`src/rtl/apb_pkg.sv`:
```
// Shared types and defaults for the APB master sequencer and its arbiter.
package apb_pkg;

    typedef enum logic [1:0] {
        IDLE,
        SETUP,
        ACCESS
    } apb_state_t;

    localparam int unsigned APB_ADDR_W = 8;
    localparam int unsigned APB_DATA_W = 32;

    // Index width for an n-entry selector; never narrower than one bit.
    function automatic int unsigned idx_w(input int unsigned n);
        return (n > 1) ? $clog2(n) : 1;
    endfunction

endpackage

```
`src/rtl/rr_arbiter.sv`:
```
// Combinational round-robin pick: first set request strictly after last_gnt, wrapping.
module rr_arbiter
    import apb_pkg::*;
#(
    parameter int unsigned N  = 2,
    parameter int unsigned IW = idx_w(N)
) (
    input  logic [N-1:0]  req,
    input  logic [IW-1:0] last_gnt,
    output logic [N-1:0]  gnt,
    output logic [IW-1:0] gnt_idx,
    output logic          valid
);

    always_comb begin
        int unsigned j;
        gnt     = '0;
        gnt_idx = '0;
        valid   = 1'b0;
        j       = 0;
        for (int unsigned off = 1; off <= N; off++) begin
            j = 32'(last_gnt) + off;
            if (j >= N) begin
                j = j - N;
            end
            if (!valid && req[j]) begin
                valid   = 1'b1;
                gnt[j]  = 1'b1;
                gnt_idx = IW'(j);
            end
        end
    end

endmodule

```
`src/rtl/apb_master_arb.sv`:
```
// APB master sequencer sharing one slave between NUM_REQ requesters, round-robin arbitrated.
module apb_master_arb
    import apb_pkg::*;
#(
    parameter int unsigned NUM_REQ = 2,
    parameter int unsigned ADDR_W  = APB_ADDR_W,
    parameter int unsigned DATA_W  = APB_DATA_W,
    parameter int unsigned TIMEOUT = 16
) (
    input  logic                        clk,
    input  logic                        rst,
    input  logic [NUM_REQ-1:0]          req,
    input  logic [NUM_REQ-1:0]          req_write,
    input  logic [NUM_REQ*ADDR_W-1:0]   req_addr,
    input  logic [NUM_REQ*DATA_W-1:0]   req_wdata,
    output logic [NUM_REQ-1:0]          done,
    output logic                        err,
    output logic [DATA_W-1:0]           rdata,
    output logic                        busy,
    output logic                        psel,
    output logic                        penable,
    output logic                        pwrite,
    output logic [ADDR_W-1:0]           paddr,
    output logic [DATA_W-1:0]           pwdata,
    input  logic [DATA_W-1:0]           prdata,
    input  logic                        pready
);

    localparam int unsigned   IW        = idx_w(NUM_REQ);
    localparam int unsigned   CW        = $clog2(TIMEOUT);
    localparam logic [CW-1:0] CNT_LAST  = CW'(TIMEOUT - 1);
    localparam logic [IW-1:0] GNT_RESET = IW'(NUM_REQ - 1);

    apb_state_t state_q, state_d;
    logic [IW-1:0] last_gnt_q, last_gnt_d;
    logic [CW-1:0] cnt_q, cnt_d;

    logic [NUM_REQ-1:0] arb_gnt;
    logic [IW-1:0]      arb_idx;
    logic               arb_valid;

    logic [NUM_REQ-1:0] done_d;
    logic               err_d, busy_d, psel_d, penable_d, pwrite_d;
    logic [DATA_W-1:0]  rdata_d, pwdata_d;
    logic [ADDR_W-1:0]  paddr_d;

    rr_arbiter #(
        .N  (NUM_REQ),
        .IW (IW)
    ) u_arb (
        .req      (req),
        .last_gnt (last_gnt_q),
        .gnt      (arb_gnt),
        .gnt_idx  (arb_idx),
        .valid    (arb_valid)
    );

    always_comb begin
        state_d    = state_q;
        last_gnt_d = last_gnt_q;
        cnt_d      = cnt_q;
        done_d     = '0;
        err_d      = 1'b0;
        rdata_d    = rdata;
        busy_d     = busy;
        psel_d     = psel;
        penable_d  = penable;
        pwrite_d   = pwrite;
        paddr_d    = paddr;
        pwdata_d   = pwdata;

        case (state_q)
            IDLE: begin
                if (arb_valid) begin
                    last_gnt_d = arb_idx;
                    for (int unsigned k = 0; k < NUM_REQ; k++) begin
                        if (arb_gnt[k]) begin
                            pwrite_d = req_write[k];
                            paddr_d  = req_addr[k*ADDR_W +: ADDR_W];
                            pwdata_d = req_wdata[k*DATA_W +: DATA_W];
                        end
                    end
                    psel_d    = 1'b1;
                    penable_d = 1'b0;
                    busy_d    = 1'b1;
                    state_d   = SETUP;
                end
            end
            SETUP: begin
                penable_d = 1'b1;
                cnt_d     = '0;
                state_d   = ACCESS;
            end
            ACCESS: begin
                // last_gnt_q still names the owner of the transfer in flight
                if (pready || (cnt_q == CNT_LAST)) begin
                    psel_d    = 1'b0;
                    penable_d = 1'b0;
                    busy_d    = 1'b0;
                    err_d     = !pready;
                    for (int unsigned k = 0; k < NUM_REQ; k++) begin
                        done_d[k] = (last_gnt_q == IW'(k));
                    end
                    if (pready && !pwrite) begin
                        rdata_d = prdata;
                    end
                    state_d = IDLE;
                end else begin
                    cnt_d = cnt_q + 1'b1;
                end
            end
            default: state_d = IDLE;
        endcase
    end

    always_ff @(posedge clk or posedge rst) begin
        if (rst) begin
            state_q    <= IDLE;
            last_gnt_q <= GNT_RESET;
            cnt_q      <= '0;
            done       <= '0;
            err        <= 1'b0;
            rdata      <= '0;
            busy       <= 1'b0;
            psel       <= 1'b0;
            penable    <= 1'b0;
            pwrite     <= 1'b0;
            paddr      <= '0;
            pwdata     <= '0;
        end else begin
            state_q    <= state_d;
            last_gnt_q <= last_gnt_d;
            cnt_q      <= cnt_d;
            done       <= done_d;
            err        <= err_d;
            rdata      <= rdata_d;
            busy       <= busy_d;
            psel       <= psel_d;
            penable    <= penable_d;
            pwrite     <= pwrite_d;
            paddr      <= paddr_d;
            pwdata     <= pwdata_d;
        end
    end

endmodule

```
`config.mk`:
```
export PLATFORM = sky130hd
export DESIGN_NAME = apb_master_arb
export DESIGN_NICKNAME = d
export VERILOG_FILES = /design/src/rtl/apb_pkg.sv /design/src/rtl/rr_arbiter.sv /design/src/rtl/apb_master_arb.sv
export SDC_FILE = /design/constraint.sdc
export NUM_CORES = 1
export LEC_CHECK = 0
export BUFFER_PORTS_ARGS = -buffer_cell sky130_fd_sc_hd__buf_2
export CORE_ASPECT_RATIO = 0.9
export CORE_MARGIN = 1.5
export CORE_UTILIZATION = 45
export DETAILED_ROUTE_END_ITERATION = 10
export HOLD_SLACK_MARGIN = 0.12
export MAX_ROUTING_LAYER = met4
export PLACE_DENSITY = 0.76
export REMOVE_ABC_BUFFERS = 1
export SLEW_MARGIN = 10
export SYNTH_ARGS = -nofsm -noshare
export SYNTH_HDL_FRONTEND = slang
export SYNTH_SLANG_ARGS = --single-unit
export TNS_END_PERCENT = 30
```
`constraint.sdc`:
```
create_clock -name clk -period 3.55 [get_ports clk]
set_clock_uncertainty 0.1 [all_clocks]
set_input_delay 0.355 -clock clk [delete_from_list [all_inputs] [get_ports clk]]
set_output_delay 0.355 -clock clk [all_outputs]
set_load 0.005 [all_outputs]
```
Word-level counts from Yosys, hierarchy flattened
Cells that the tools add are included.
{"block": "op_classes", "addsub": 5, "magnitude_cmp": 6, "n_eq_ne": 6, "mux": 36, "bitwise_logic": 2, "n_reduce_logical": 20}
{"cell": "32-bit two-way mux", "n": 4}
{"cell": "32-bit by 1-bit >= comparator with 1-bit output (second input constant)", "n": 2}
{"cell": "32-bit by 2-bit >= comparator with 1-bit output (second input constant)", "n": 2}
{"cell": "32-bit by 2-bit < comparator with 1-bit output (second input constant)", "n": 2}
{"cell": "32-bit by 2-bit subtractor with 32-bit output (second input constant)", "n": 2}
{"cell": "1-bit two-way mux", "n": 17}
{"cell": "8-bit two-way mux", "n": 2}
{"cell": "2-bit two-way mux", "n": 6}
{"cell": "3-bit AND reduction", "n": 4}
{"cell": "4-bit case mux with 2 select lines", "n": 1}
{"cell": "2-bit inequality test (second input constant)", "n": 3}
{"cell": "2-bit case mux with 3 select lines", "n": 1}
{"cell": "2-bit AND reduction", "n": 3}
{"cell": "2-bit nonzero test", "n": 3}
{"cell": "4-bit by 1-bit adder with 4-bit output (second input constant)", "n": 1}
{"cell": "4-bit equality test (second input constant)", "n": 1}
{"cell": "1-bit logical AND", "n": 4}
{"cell": "4-bit two-way mux", "n": 1}
{"cell": "1-bit by 2-bit adder with 3-bit output (second input constant)", "n": 1}
{"cell": "1-bit zero test", "n": 3}
{"cell": "1-bit case mux with 3 select lines", "n": 1}
{"cell": "3-bit nonzero test", "n": 1}
{"cell": "1-bit by 1-bit adder with 2-bit output (second input constant)", "n": 1}
{"cell": "1-bit demux with 1-bit select", "n": 2}
{"cell": "other kinds (7)", "n": 7}
{"block": "totals", "register_bits": 85, "in_bits": 119, "word_cells": 86}

Depth between registers and ports, before layout
{"block": "depth", "word_depth": 12, "mapped_depth": 5}

Modules after synthesis
Synthesis repeated with hierarchy kept, for this count alone.
{"block": "hier_totals", "cells_unflattened": 253, "area_unflattened_um2": 3786.1}
{"mod": "apb_master_arb", "instances": 1, "cells_each": 248, "area_each_um2": 3753.6}
{"mod": "rr_arbiter", "instances": 1, "cells_each": 5, "area_each_um2": 32.5}

Least setup slack after synthesis
OpenSTA, ideal clock, no wires.
{"block": "synth_path", "kind": "register -> register", "startpoint": "reg last_gnt_q", "endpoint": "reg paddr[0]", "setup_time_ps": 125, "arrival_time_ps": 1410, "required_ps": 3325, "slack_ps": 1915, "path_stages_with_launch": 5, "n_path_buf": 1, "synth_period_minus_slack_ps": 1635, "cell_sequence": "dfstp_2 a21boi_2 clkbuf_8 mux2_2 mux2_2"}
{"block": "synth_between", "elab_chain_cells": 12, "word_cells_on_any_way": 32, "cone_classes": "add/sub: 4; order compare: 6; mux: 15; bitwise: 1; reduce/logical: 6"}
{"element": "start, declared", "line_no": "apb_master_arb.sv:35", "source": "logic [IW-1:0] last_gnt_q, last_gnt_d;"}
{"element": "start signal, assigned", "line_no": "apb_master_arb.sv:132", "source": "last_gnt_q <= last_gnt_d;"}
{"element": "1-bit by 1-bit adder with 2-bit output", "line_no": "rr_arbiter.sv:22", "source": "j = 32'(last_gnt) + off;"}
{"element": "32-bit by 2-bit subtractor with 32-bit output / 32-bit by 2-bit >= comparator with 1-bit output (equally long branches)", "line_no": "rr_arbiter.sv:24, rr_arbiter.sv:23"}
{"element": "32-bit two-way mux", "line_no": "rr_arbiter.sv:23", "source": "if (j >= N) begin"}
{"element": "32-bit by 1-bit >= comparator with 1-bit output (not written as such) / 32-bit by 2-bit < comparator with 1-bit output (equally long branches)", "line_no": "rr_arbiter.sv:28", "source": "gnt[j] = 1'b1;"}
{"element": "1-bit logical AND (not written as such)", "line_no": "rr_arbiter.sv:28"}
{"element": "1-bit two-way mux (not written as such)", "line_no": "rr_arbiter.sv:28"}
{"element": "1-bit demux with 1-bit select"}
{"element": "2-bit two-way mux", "line_no": "rr_arbiter.sv:26", "source": "if (!valid && req[j]) begin"}
{"element": "2-bit bitwise OR (no source line)"}
{"element": "2-bit two-way mux", "line_no": "rr_arbiter.sv:26"}
{"element": "2-bit nonzero test (no source line)"}
{"element": "3-bit AND reduction (no source line)"}
{"element": "end signal, assigned", "line_no": "apb_master_arb.sv:141", "source": "paddr <= paddr_d;"}
{"element": "end, declared", "line_no": "apb_master_arb.sv:23", "source": "output logic [ADDR_W-1:0] paddr,"}
Parallel ways exist; a longest one is shown, timed or not. The select of a mux whose other input is x is not followed.
A chain may end at the register's enable or synchronous reset.

Final worst setup path
{"block": "layout_path", "startpoint": "reg state_q[1]", "endpoint": "reg pwdata[19]"}
{"block": "layout_between", "elab_chain_cells": 2}
{"element": "start, declared", "line_no": "apb_master_arb.sv:34", "source": "apb_state_t state_q, state_d;"}
{"element": "start signal, assigned", "line_no": "apb_master_arb.sv:131", "source": "state_q <= state_d;"}
{"element": "2-bit zero test", "line_no": "apb_master_arb.sv:72", "source": "case (state_q)"}
{"element": "3-bit AND reduction (no source line)"}
{"element": "end signal, assigned", "line_no": "apb_master_arb.sv:142", "source": "pwdata <= pwdata_d;"}
{"element": "end, declared", "line_no": "apb_master_arb.sv:24", "source": "output logic [DATA_W-1:0] pwdata,"}
No other way between the ends.

==> impl_metrics.ini <==
[sta]
tightest_slew_ns = 1.007
setup_viol = 0
max-slew-margin-rel_pct = 32.88
fin_ws_ns = 1.375
finalSetupTns_ns = 0
hold_ws_ns = 0.1423
rsz0062_at_grt = false
fmax_ghz = 0.4597
drv_slew = 0
finalCriticalPeriod_ns = 2.175
final-hold-violation-count = 0
fin_crit_sh_pct = 61.28

[run_status]
status = complete, no violations

[worst_setup_path]
startpoint_type = register
crit_chain = nor2_1, o21a_2, mux2_2
cp_data_required_time_ns = 3.69
critical_path_arrival_ns = 2.31
slowest_delay_ns = 0.84
path_class = register to register
cp_slowest_cell = o21a_2
end_kind = register
crit_fanout = 43

[clock_network]
tritoncts = yes
htreeDepth = 3
cts_resized = 0
clock_sinks = 85
cts.clk_slew.worst_paths_ns = 0.09
cts_buffers = 9
clock-root-buffer = clkbuf_8
cts_buffer_depth = 2
clk_latency_ns = 0.34

[placed_design]
dp_hpwl_mm = 6.237
place_ws_ns = 1.369
numPortBuffers = 197
place_congestion = 0.8394

[cells_and_area]
n_fill_cell = 643
syn_to_final_growth_pct = 38.57
n_antenna_cell = 0
nets = 594
drive_above_1_share_pct = 70.15

[pwr]
power.leakage_nw = 2.554
powerDensity_nw_per_um2 = 751.4
power.total_mw = 3.965
irDropWorstVdd_mv = 0.3983

[global_routing]
gr-total-overflow = 0
grt_pass1_wl_mm = 14.29
grt_pass1_vias = 3099
grt_antenna_before_repair = 0
grt_max_degree = 44
grt_use_total_pct = 20.81

[die]
io_pins = 198
die_y_um = 90.28
start_util_pct = 46.76
num_rows = 31
chipWidth_um = 99.98
coreArea_um2 = 8145
dieArea_um2 = 9025

[synthesis]
syn_area_um2 = 3809
yosysSeqAreaShare_pct = 55.88
ys.warnings.count = 0
synth_cell_types = 33
synth_cells = 250
ys_ff_latch = 85
synth.avg_cell_area_um2 = 15.23

[routing]
ant_nets = 0
post-route-drc-count = 0
vias = 2893
first_pass_iters = 4
wl_mm = 8.753
drt_iter0_markers = 34
vias_per_cell = 5.005
wl_per_cell_um = 15.14

[job]
maxCapViolCount = 0

[worst_hold_path]
hold_path.class = primary input to register
power breakdown:
group	switching (mW)	internal, mW	total (mW)
clock	0.348	0.349	0.697
combinational	0.633	0.930	1.56
sequential	0.260	1.45	1.70
per-layer routing:
layer | vias up | part of all wire, % | wire length, um | GRT usage (%)
met2 | 112 | 55 | 4776 | 37.02
met1 | 1410 | 38 | 3331 | 22.21
li1 | 1346 | - | - | -
met4 | 0 | 3.0 | 259 | 9.155
met5 | - | 0 | 0 | -
met3 | 25 | 4.4 | 386 | 4.257
layout by cell type, fill, tap and decap left out, drive strengths merged, types with 2 or more instances in the layout:
master       count
nand2b           3
nor2             2
dlygate4sd3     25
mux2           114
o21ai            2
nand2            3
inv              5
o211ai           2
nand3            3
dfrtp           84
a31oi            3
clkinvlp         3
clkbuf          10
buf            201
kinds of logic (layout without fill, tap and decap cells):
kind of cell	Yosys count	after routing	synth area share [%]
AO/OA/AOI/OAI	15	15	2.891
adder cells (fa/ha/maj)	1	1	0.3285
buffers and inverters	17	246	4.041
flip-flops	85	85	55.88
multiplexers	114	114	33.90
AND/OR/NAND/NOR	18	18	2.957
area by class of cell:
| cell class | count | area [um^2] | share of cell area [%] |
|---|---|---|---|
| inverters | 4 | 16.27 | 0.3082 |
| repair buffers | 226 | 1266 | 23.99 |
| well taps | 99 | 123.9 | 2.347 |
| clock inverters | 6 | 70.07 | 1.328 |
| multi-input cells | 148 | 1535 | 29.09 |
| flip-flops and latches | 85 | 2128 | 40.33 |
| clock buffers | 10 | 137.6 | 2.608 |
critical path, delay by kind of cell (launching register included):
family | cells | cell delay [ns]
muxes | 1 | 0.42
DFF | 1 | 0.48
AOI/OAI and AO/OA | 1 | 0.84
and+or+nand+nor | 1 | 0.21
path summary, 6_finish.rpt:
check | from | to | depth (start not counted) | slack, ns
worst max-delay path | state_q[1] | pwdata[19] | 3 | 1.37
worst min-delay path | prdata[26] | rdata[26] | 2 | 0.14
worst max register to register | state_q[1] | pwdata[19] | 3 | 1.37
worst min register to register | rdata[16] | rdata[16] | 1 | 0.39
max in group asynchronous | rst | last_gnt_q | 4 | 2.15
min in group asynchronous | rst | rdata[19] | 3 | 0.44
flip-flops by register name (all words and copies together) (netlist names):
name,count
paddr,8
cnt_q,4
done,2
psel,1
err,1
penable,1
last_gnt_q,1
pwdata,32
rdata,32
pwrite,1
state_q,2
synthesized netlist by cell type:
library cell  count  share of area (%)
a21oi_1           1               0.13
a31oi_1           3               0.49
nand2b_2          1               0.23
ha_1              1               0.33
a31o_2            1               0.23
clkbuf_8          3                1.1
nand2_1           3               0.30
dfrtp_1          84                 55
inv_1             4               0.39
o21ai_0           2               0.26
buf_6             6                1.8
a221oi_1          1               0.23
mux2_1            2               0.59
a22o_1            1               0.23
a21o_1            1               0.20
nor2b_1           1               0.16
nor4b_1           1               0.23
a21boi_2          1               0.30
mux2_4            2               0.79
o211ai_1          2               0.39
buf_4             4               0.79
and2_1            1               0.16
nor3_4            1               0.43
o32ai_1           1               0.23
o21a_1            1               0.20
or4_1             1               0.20
nand3_1           3               0.39
and3_1            1               0.16
dfstp_2           1               0.69
nor2_1            2               0.20
mux2_2          110                 33
nand4_1           1               0.16
nand2b_1          2               0.33
through the flow:
stage,utilization (%),instance area [um^2],std cells
CTS,64.79,5278,578
detailed placement,59.17,4820,537
global placement,59.17,4820,537
finish,64.79,5278,578
floorplan,-,3670,237
global route,64.79,5278,578
what timing repair did:
action | in CTS | in global routing
hold endpoints to repair | 46 | 0
endpoints found under the setup margin | 0 | 0
hold buffers | 25 | 0
buffers inserted | 0 | 0
Power figures use the tool's default switching activity.
